--- src/rtl/sram_sched_pkg.sv ---
// Shared types and helpers for the two-requester SRAM port scheduler.
package sram_sched_pkg;

    localparam int unsigned NUM_BANKS = 2;
    localparam int unsigned NUM_LANES = 4;

    typedef enum logic [1:0] {
        BYTE    = 2'd0,
        HALF    = 2'd1,
        WORD    = 2'd2,
        ILLEGAL = 2'd3
    } size_e;

    function automatic logic [NUM_LANES-1:0] lane_decode(input size_e sz, input logic [1:0] off);
        logic [NUM_LANES-1:0] lanes;
        case (sz)
            BYTE:    lanes = 4'b0001 << off;
            HALF:    lanes = off[1] ? 4'b1100 : 4'b0011;
            WORD:    lanes = 4'b1111;
            default: lanes = '0;
        endcase
        return lanes;
    endfunction

endpackage

--- src/rtl/sram_if.sv ---
// Bus between the scheduler and the two banks of byte-lane SRAM macros.
interface sram_if #(
    parameter int unsigned SRAM_DATA_WIDTH = 8,
    parameter int unsigned SRAM_ADDR_WIDTH = 13,
    parameter int unsigned DATA_WIDTH      = 32
);
    localparam int unsigned LANES = DATA_WIDTH / SRAM_DATA_WIDTH;

    logic                       sram_we;
    logic [SRAM_ADDR_WIDTH-1:0] sram_addr;
    logic [DATA_WIDTH-1:0]      sram_wdata;
    logic [LANES-1:0]           bank0_cs;
    logic [LANES-1:0]           bank1_cs;
    logic [SRAM_DATA_WIDTH-1:0] sram_b0, sram_b1, sram_b2, sram_b3;
    logic [SRAM_DATA_WIDTH-1:0] sram_b4, sram_b5, sram_b6, sram_b7;

    modport master (
        output sram_we, sram_addr, sram_wdata, bank0_cs, bank1_cs,
        input  sram_b0, sram_b1, sram_b2, sram_b3, sram_b4, sram_b5, sram_b6, sram_b7
    );

    modport slave (
        input  sram_we, sram_addr, sram_wdata, bank0_cs, bank1_cs,
        output sram_b0, sram_b1, sram_b2, sram_b3, sram_b4, sram_b5, sram_b6, sram_b7
    );

endinterface

--- src/rtl/sram_lane_dec.sv ---
// Combinational size/offset decode: per-bank chip selects plus misalignment error.
module sram_lane_dec
    import sram_sched_pkg::*;
(
    input  logic [1:0]                          i_size,
    input  logic [1:0]                          i_offset,
    input  logic                                i_bank,
    output logic [NUM_BANKS-1:0][NUM_LANES-1:0] o_cs,
    output logic                                o_err
);

    size_e w_size;

    always_comb begin
        w_size = size_e'(i_size);
        o_err  = 1'b0;
        o_cs   = '0;
        case (w_size)
            HALF:    o_err = i_offset[0];
            WORD:    o_err = |i_offset;
            ILLEGAL: o_err = 1'b1;
            default: o_err = 1'b0;
        endcase
        if (!o_err) begin
            o_cs[i_bank] = lane_decode(w_size, i_offset);
        end
    end

endmodule

--- src/rtl/sram_port_sched.sv ---
// Two-requester scheduler onto banked byte-lane SRAM; round-robin arbitration,
// or fixed priority to requester 0 when SRAM_SCHED_FIXED_PRIO_EN is defined.
module sram_port_sched
    import sram_sched_pkg::*;
#(
    parameter int unsigned SRAM_DATA_WIDTH = 8,
    parameter int unsigned SRAM_ADDR_WIDTH = 13,
    parameter int unsigned DATA_WIDTH      = 32
)(
    input  logic                                 hclk,
    input  logic                                 hreset,
    input  logic [1:0]                           req,
    input  logic [1:0]                           req_we,
    input  logic [1:0][SRAM_ADDR_WIDTH+2:0]      req_addr,
    input  logic [1:0][1:0]                      req_size,
    input  logic [1:0][DATA_WIDTH-1:0]           req_wdata,
    output logic [1:0]                           gnt,
    output logic [1:0]                           err,
    output logic [1:0]                           rvalid,
    output logic [DATA_WIDTH-1:0]                rdata,
    sram_if.master                               sram
);

    logic [1:0]                          r_gnt, r_err, r_rd, r_rvalid;
    logic                                r_prio, r_we, r_bank, r_rd_bank;
    logic [NUM_BANKS-1:0][NUM_LANES-1:0] r_cs;
    logic [SRAM_ADDR_WIDTH-1:0]          r_addr;
    logic [DATA_WIDTH-1:0]               r_wdata;

    logic [1:0]                          w_req_eff;
    logic                                w_valid, w_sel, w_we, w_err;
    logic [SRAM_ADDR_WIDTH+2:0]          w_addr;
    logic [1:0]                          w_size;
    logic [DATA_WIDTH-1:0]               w_wdata;
    logic [NUM_BANKS-1:0][NUM_LANES-1:0] w_cs;
    logic [NUM_LANES-1:0][SRAM_DATA_WIDTH-1:0] w_b0, w_b1;

    always_comb begin
        // a requester being granted this cycle is still holding req; mask it
        w_req_eff = req & ~r_gnt;
`ifdef SRAM_SCHED_FIXED_PRIO_EN
        // requester 1 only wins while requester 0 is not asserting at all
        w_valid = w_req_eff[0] | (w_req_eff[1] & ~req[0]);
        w_sel   = ~w_req_eff[0];
`else
        w_valid = |w_req_eff;
        w_sel   = (&w_req_eff) ? r_prio : w_req_eff[1];
`endif
        w_addr  = req_addr[w_sel];
        w_size  = req_size[w_sel];
        w_we    = req_we[w_sel];
        w_wdata = req_wdata[w_sel];
    end

    sram_lane_dec u_lane_dec (
        .i_size   (w_size),
        .i_offset (w_addr[1:0]),
        .i_bank   (w_addr[SRAM_ADDR_WIDTH+2]),
        .o_cs     (w_cs),
        .o_err    (w_err)
    );

    always_ff @(posedge hclk) begin
        if (hreset) begin
            r_gnt     <= '0;
            r_err     <= '0;
            r_rd      <= '0;
            r_rvalid  <= '0;
            r_prio    <= 1'b0;
            r_we      <= 1'b0;
            r_bank    <= 1'b0;
            r_rd_bank <= 1'b0;
            r_cs      <= '0;
            r_addr    <= '0;
            r_wdata   <= '0;
        end else begin
            r_gnt     <= '0;
            r_err     <= '0;
            r_rd      <= '0;
            r_we      <= 1'b0;
            r_cs      <= '0;
            r_rvalid  <= r_rd;
            r_rd_bank <= r_bank;
            if (w_valid) begin
                r_gnt[w_sel] <= 1'b1;
                r_err[w_sel] <= w_err;
                r_rd[w_sel]  <= ~w_err & ~w_we;
                r_prio       <= ~w_sel;
                r_we         <= w_we;
                r_bank       <= w_addr[SRAM_ADDR_WIDTH+2];
                r_cs         <= w_cs;
                r_addr       <= w_addr[SRAM_ADDR_WIDTH+1:2];
                r_wdata      <= w_wdata;
            end
        end
    end

    assign w_b0 = {sram.sram_b3, sram.sram_b2, sram.sram_b1, sram.sram_b0};
    assign w_b1 = {sram.sram_b7, sram.sram_b6, sram.sram_b5, sram.sram_b4};

    assign gnt             = r_gnt;
    assign err             = r_err;
    assign rvalid          = r_rvalid;
    assign rdata           = r_rd_bank ? w_b1 : w_b0;
    assign sram.sram_we    = r_we;
    assign sram.sram_addr  = r_addr;
    assign sram.sram_wdata = r_wdata;
    assign sram.bank0_cs   = r_cs[0];
    assign sram.bank1_cs   = r_cs[1];

endmodule

--- src/flat_wrapper.sv ---
// flat-port wrapper written by rule: the top's interface ports become plain ports
module sram_port_sched_flat import sram_sched_pkg::*;
#(
    parameter int unsigned SRAM_DATA_WIDTH = 8,
    parameter int unsigned SRAM_ADDR_WIDTH = 13,
    parameter int unsigned DATA_WIDTH      = 32
)
  (hclk, hreset, req, req_we, req_addr, req_size, req_wdata, gnt, err, rvalid, rdata, sram_sram_we, sram_sram_addr, sram_sram_wdata, sram_bank0_cs, sram_bank1_cs, sram_sram_b0, sram_sram_b1, sram_sram_b2, sram_sram_b3, sram_sram_b4, sram_sram_b5, sram_sram_b6, sram_sram_b7);
  sram_if #(.SRAM_DATA_WIDTH(SRAM_DATA_WIDTH), .SRAM_ADDR_WIDTH(SRAM_ADDR_WIDTH), .DATA_WIDTH(DATA_WIDTH)) sram_i ();
  input  logic hclk;
  input  logic hreset;
  input  logic [1:0] req;
  input  logic [1:0] req_we;
  input  logic [1:0][SRAM_ADDR_WIDTH+2:0] req_addr;
  input  logic [1:0][1:0] req_size;
  input  logic [1:0][DATA_WIDTH-1:0] req_wdata;
  output logic [1:0] gnt;
  output logic [1:0] err;
  output logic [1:0] rvalid;
  output logic [DATA_WIDTH-1:0] rdata;
  output wire logic [$bits(sram_i.sram_we)-1:0] sram_sram_we;
  output wire logic [$bits(sram_i.sram_addr)-1:0] sram_sram_addr;
  output wire logic [$bits(sram_i.sram_wdata)-1:0] sram_sram_wdata;
  output wire logic [$bits(sram_i.bank0_cs)-1:0] sram_bank0_cs;
  output wire logic [$bits(sram_i.bank1_cs)-1:0] sram_bank1_cs;
  input wire logic [$bits(sram_i.sram_b0)-1:0] sram_sram_b0;
  input wire logic [$bits(sram_i.sram_b1)-1:0] sram_sram_b1;
  input wire logic [$bits(sram_i.sram_b2)-1:0] sram_sram_b2;
  input wire logic [$bits(sram_i.sram_b3)-1:0] sram_sram_b3;
  input wire logic [$bits(sram_i.sram_b4)-1:0] sram_sram_b4;
  input wire logic [$bits(sram_i.sram_b5)-1:0] sram_sram_b5;
  input wire logic [$bits(sram_i.sram_b6)-1:0] sram_sram_b6;
  input wire logic [$bits(sram_i.sram_b7)-1:0] sram_sram_b7;
  assign sram_sram_we = sram_i.sram_we;
  assign sram_sram_addr = sram_i.sram_addr;
  assign sram_sram_wdata = sram_i.sram_wdata;
  assign sram_bank0_cs = sram_i.bank0_cs;
  assign sram_bank1_cs = sram_i.bank1_cs;
  assign sram_i.sram_b0 = sram_sram_b0;
  assign sram_i.sram_b1 = sram_sram_b1;
  assign sram_i.sram_b2 = sram_sram_b2;
  assign sram_i.sram_b3 = sram_sram_b3;
  assign sram_i.sram_b4 = sram_sram_b4;
  assign sram_i.sram_b5 = sram_sram_b5;
  assign sram_i.sram_b6 = sram_sram_b6;
  assign sram_i.sram_b7 = sram_sram_b7;
  sram_port_sched #(.SRAM_DATA_WIDTH(SRAM_DATA_WIDTH), .SRAM_ADDR_WIDTH(SRAM_ADDR_WIDTH), .DATA_WIDTH(DATA_WIDTH)) u_core (.hclk(hclk), .hreset(hreset), .req(req), .req_we(req_we), .req_addr(req_addr), .req_size(req_size), .req_wdata(req_wdata), .gnt(gnt), .err(err), .rvalid(rvalid), .rdata(rdata), .sram(sram_i));
endmodule
--- config.mk ---
export PLATFORM = sky130hd
export DESIGN_NAME = sram_port_sched_flat
export DESIGN_NICKNAME = d
export VERILOG_FILES = /design/src/rtl/sram_sched_pkg.sv /design/src/rtl/sram_if.sv /design/src/rtl/sram_lane_dec.sv /design/src/rtl/sram_port_sched.sv /design/src/flat_wrapper.sv
export SDC_FILE = /design/constraint.sdc
export NUM_CORES = 1
export LEC_CHECK = 0
export ABC_AREA = 1
export CORE_MARGIN = 2
export CORE_UTILIZATION = 38
export DETAILED_ROUTE_END_ITERATION = 6
export PLACE_DENSITY = 0.87
export RECOVER_POWER = 50
export SLEW_MARGIN = 20
export SYNTH_ARGS = -nofsm -noshare
export SYNTH_HDL_FRONTEND = slang
export SYNTH_HIERARCHICAL = 1
export SYNTH_SLANG_ARGS = --single-unit
--- constraint.sdc ---
create_clock -name hclk -period 3.85 [get_ports hclk]
set_input_delay 0.77 -clock hclk [delete_from_list [all_inputs] [get_ports hclk]]
set_output_delay 0.77 -clock hclk [all_outputs]
set_load 0.01 [all_outputs]
==> qor.yml <==
antenna_found_initial: 1
synth-simple-area-share_pct: 41.23
grt_use_met1_pct: 26.54
endpoint_kind: "flip-flop"
final-hold-violation-count: 0
routed_wl_um: 13910
post_cts_resize_count: 0
rsz0062_at_grt: "false"
critical_path_class: "in2reg"
synth_area_um2: 3696
drtPass1Iterations: 4
die_w_um: 102.6
ir_drop_mv: 0.2382
busiest_layer: "met2"
drv_slew: 0
max_freq_mhz: 321.3
hold_buffers: 0
clock-sinks: 65
area_growth_pct: 76.74
synth_compound_area_share_pct: 0.6770
post_cts_buffers: 0
remaining_drc_errors: 0
synthCells: 498
routed-via-count: 4220
grt_usage_pct: 25.29
crit_buf_inv: 4
synth.top_cell.area_share_pct: 35.21
max_stage_delay_ns: 0.66
grt_overflow: 0
clock_tree.buffer_depth: 2
totalPowerFinal_w: 0.002084
drive_above_1_share_pct: 12.25
first_iter_violations: 153
clk_latency_ns: 0.33
core-area_um2: 9328
h-tree-depth: 3
placed_cell_area_um2: 6304
fin_tns_setup_ns: 0
synth_nets: 668
r2r_cells: 14
dieArea_um2: 10530
met2_usage_pct: 45.50
detail_route.vias_per_cell: 4.790
wl_per_cell_um: 15.79
yosys-top-cells-area: "dfxtp_1, nand2_1, nand3b_1"
r2r-end: "u_core/r_rd[0]"
setup_viol: 0
crit_slowest_cell: "nand2_1"
start_util_pct: 39.62
ios: 262
io_buffers: 261
powerDensity_nw_per_um2: 318.9
hpwl_um: 10750
hold_path_depth: 2
nets: 916
leakage_nw: 3.043
cp.arrival_ns: 3.38
synth.avg_cell_area_um2: 7.422
min_from: "u_core/r_rd[0]"
skew_ns: 0.009093
synthMuxAreaShare_pct: 9.749
place_congestion: 0.9191
clk_pin_slew_ns: 0.07
die_height_um: 102.6
ys_ff_latch: 65
grt_max_degree: 48
grt_pass1_vias: 4120
ys_seq_area_share_pct: 35.21
critical_path.top_delay_family: "simple AND/OR/NAND/NOR gates"
cts_tree: "built"
drv_cap: 0
fin_area_um2: 6533
startpoint_type: "primary input"
synth_top_family_by_area: "simple AND/OR/NAND/NOR gates"
worstPathCellList: "dlygate4sd3_1 > nand3_2 > nand2_1 > inv_1 > nand2_1 > nand2_1 > nor2_2 > nand2_1 > nand2_2 > inv_1 > inv_1 > nand3_1 > nor2_1"
r2r-start: "u_core/gnt[1]"
crit_fanout: 27
synth_warnings: 6
synth_area_leader_cell: "dfxtp_1"
relSlewSlack_pct: 41.02
synth_xor_area_share_pct: 0
cts_root_buf: "clkbuf_8"
worst_pin_slew_ns: 0.8825
cp.required_ns: 4.12
period_needed_ns: 3.113
finalCritPeriodShare_pct: 80.85
netlist-cell-type-count: 23
hp-class: "reg2reg"
synth_adder_area_share_pct: 0
std_cell_rows: 35
grt_pass1_wl_um: 20730
worst_hold_path.endpoint: "u_core/rvalid[0]"
use_met3_pct: 6.508
cts_buffers: 9
r2r_slack_ns: 1.40
ant_nets: 0
outcome: "finished clean"
cp_common_cell: "nand2_1"
worst reg2reg max path, cell delays in order, from the launching register on:
cell	delay, ns
dfxtp_1	0.32
inv_1	0.04
nand2_1	0.08
inv_1	0.06
nand2_1	0.64
inv_1	0.26
nand2_1	0.13
nand2_1	0.13
nor2_2	0.16
nand2_1	0.07
nand2_2	0.10
inv_1	0.05
inv_1	0.08
nand3_1	0.13
nor2_1	0.13
report_power, final:
group | internal (W) | switching, W | total (W)
sequential | 0.000734 | 0.0000270 | 0.000761
combinational | 0.000373 | 0.000304 | 0.000677
clock | 0.000383 | 0.000263 | 0.000645
metal layers:
layer,part of all wire [%],vias up
li1,-,2029
met1,36,1951
met2,51,187
met3,8.4,53
met4,5.2,0
met5,0,-
placed cells by master, fill, tap and decap left out, types with 2 or more instances in the layout:
cell             synthesis  final
clkdlybuf4s50_1          0    199
nand3_1                 19     18
nor2_2                   2      2
nor2_1                  28     28
clkbuf_8                 0     10
dfxtp_1                 65     65
nand2_2                  5      4
inv_1                   71     71
nand3_2                 30     31
clkinvlp_4               0      3
nand3b_1                46     46
a21oi_1                  5      5
nand2_1                160    161
mux2_2                  30     30
bufinv_16                0      2
dlygate4sd3_1            0     62
mux2_1                   2      2
buf_4                    3      5
sequential cells by signal, indices dropped and copies added, names as in the netlist:
name                    cells
u_core/err                  2
u_core/gnt                  2
u_core/r_bank               1
u_core/r_prio               1
u_core/r_rd                 2
u_core/r_rd_bank            1
u_core/rvalid               2
u_core/sram.bank0_cs        4
u_core/sram.bank1_cs        4
u_core/sram.sram_addr      13
u_core/sram.sram_wdata     32
u_core/sram.sram_we         1
cells by family (layout without fill, tap and decap cells):
kind of cell	after synthesis	after routing
and+or+nand+nor	294	294
buffers and inverters	102	355
DFF	65	65
muxes	32	32
AOI/OAI and AO/OA	5	5
other	0	1
worst max-delay path by stage:
stage / from / end / slack (ns) / depth (start not counted)
global placement: req[0] / u_core/r_rd[0] / 1.07 / 13
global route: req[0] / u_core/r_rd[1] / 0.46 / 13
CTS: sram_sram_b7[4] / rdata[28] / 1.11 / 3
floorplan: req[1] / u_core/r_rd[0] / 1.92 / 13
detailed placement: req[0] / u_core/r_rd[1] / 0.92 / 13
finish: req[0] / u_core/r_rd[0] / 0.74 / 13
synthesized netlist by cell type, drive strengths merged:
cell type and count:
buf 27, nand2 166, and2 1, inv 73, nor3 1, dfxtp 65, a21oi 5, nand3b 46
nand3 49, nor2 31, mux2 32, clkbuf 2
layout make-up:
cell class              instances  area (µm²)
fillers                       728        2795
repair buffers                266        2650
multi-input cells             331        1912
flip-flops and latches         65        1301
inverters                      73       276.5
well taps                     129       161.4
clock buffers                  10       137.6
clock inverters                 6       91.34
diodes                          1       2.502
metrics by stage:
| stage | hold slack, ns | setup WS [ns] | std cells | util, % |
|---|---|---|---|---|
| after floorplan | 0.3883 | 1.916 | 498 | - |
| after global placement | 0.3996 | 1.067 | 864 | 67.58 |
| after detailed placement | 0.4020 | 0.9197 | 864 | 67.58 |
| after CTS | 0.4034 | 1.110 | 880 | 70.03 |
| after global routing | 0.4232 | 0.4638 | 881 | 70.03 |
| final | 0.4114 | 0.7372 | 881 | 70.03 |
Note: power is estimated with default switching activity, not from simulation.
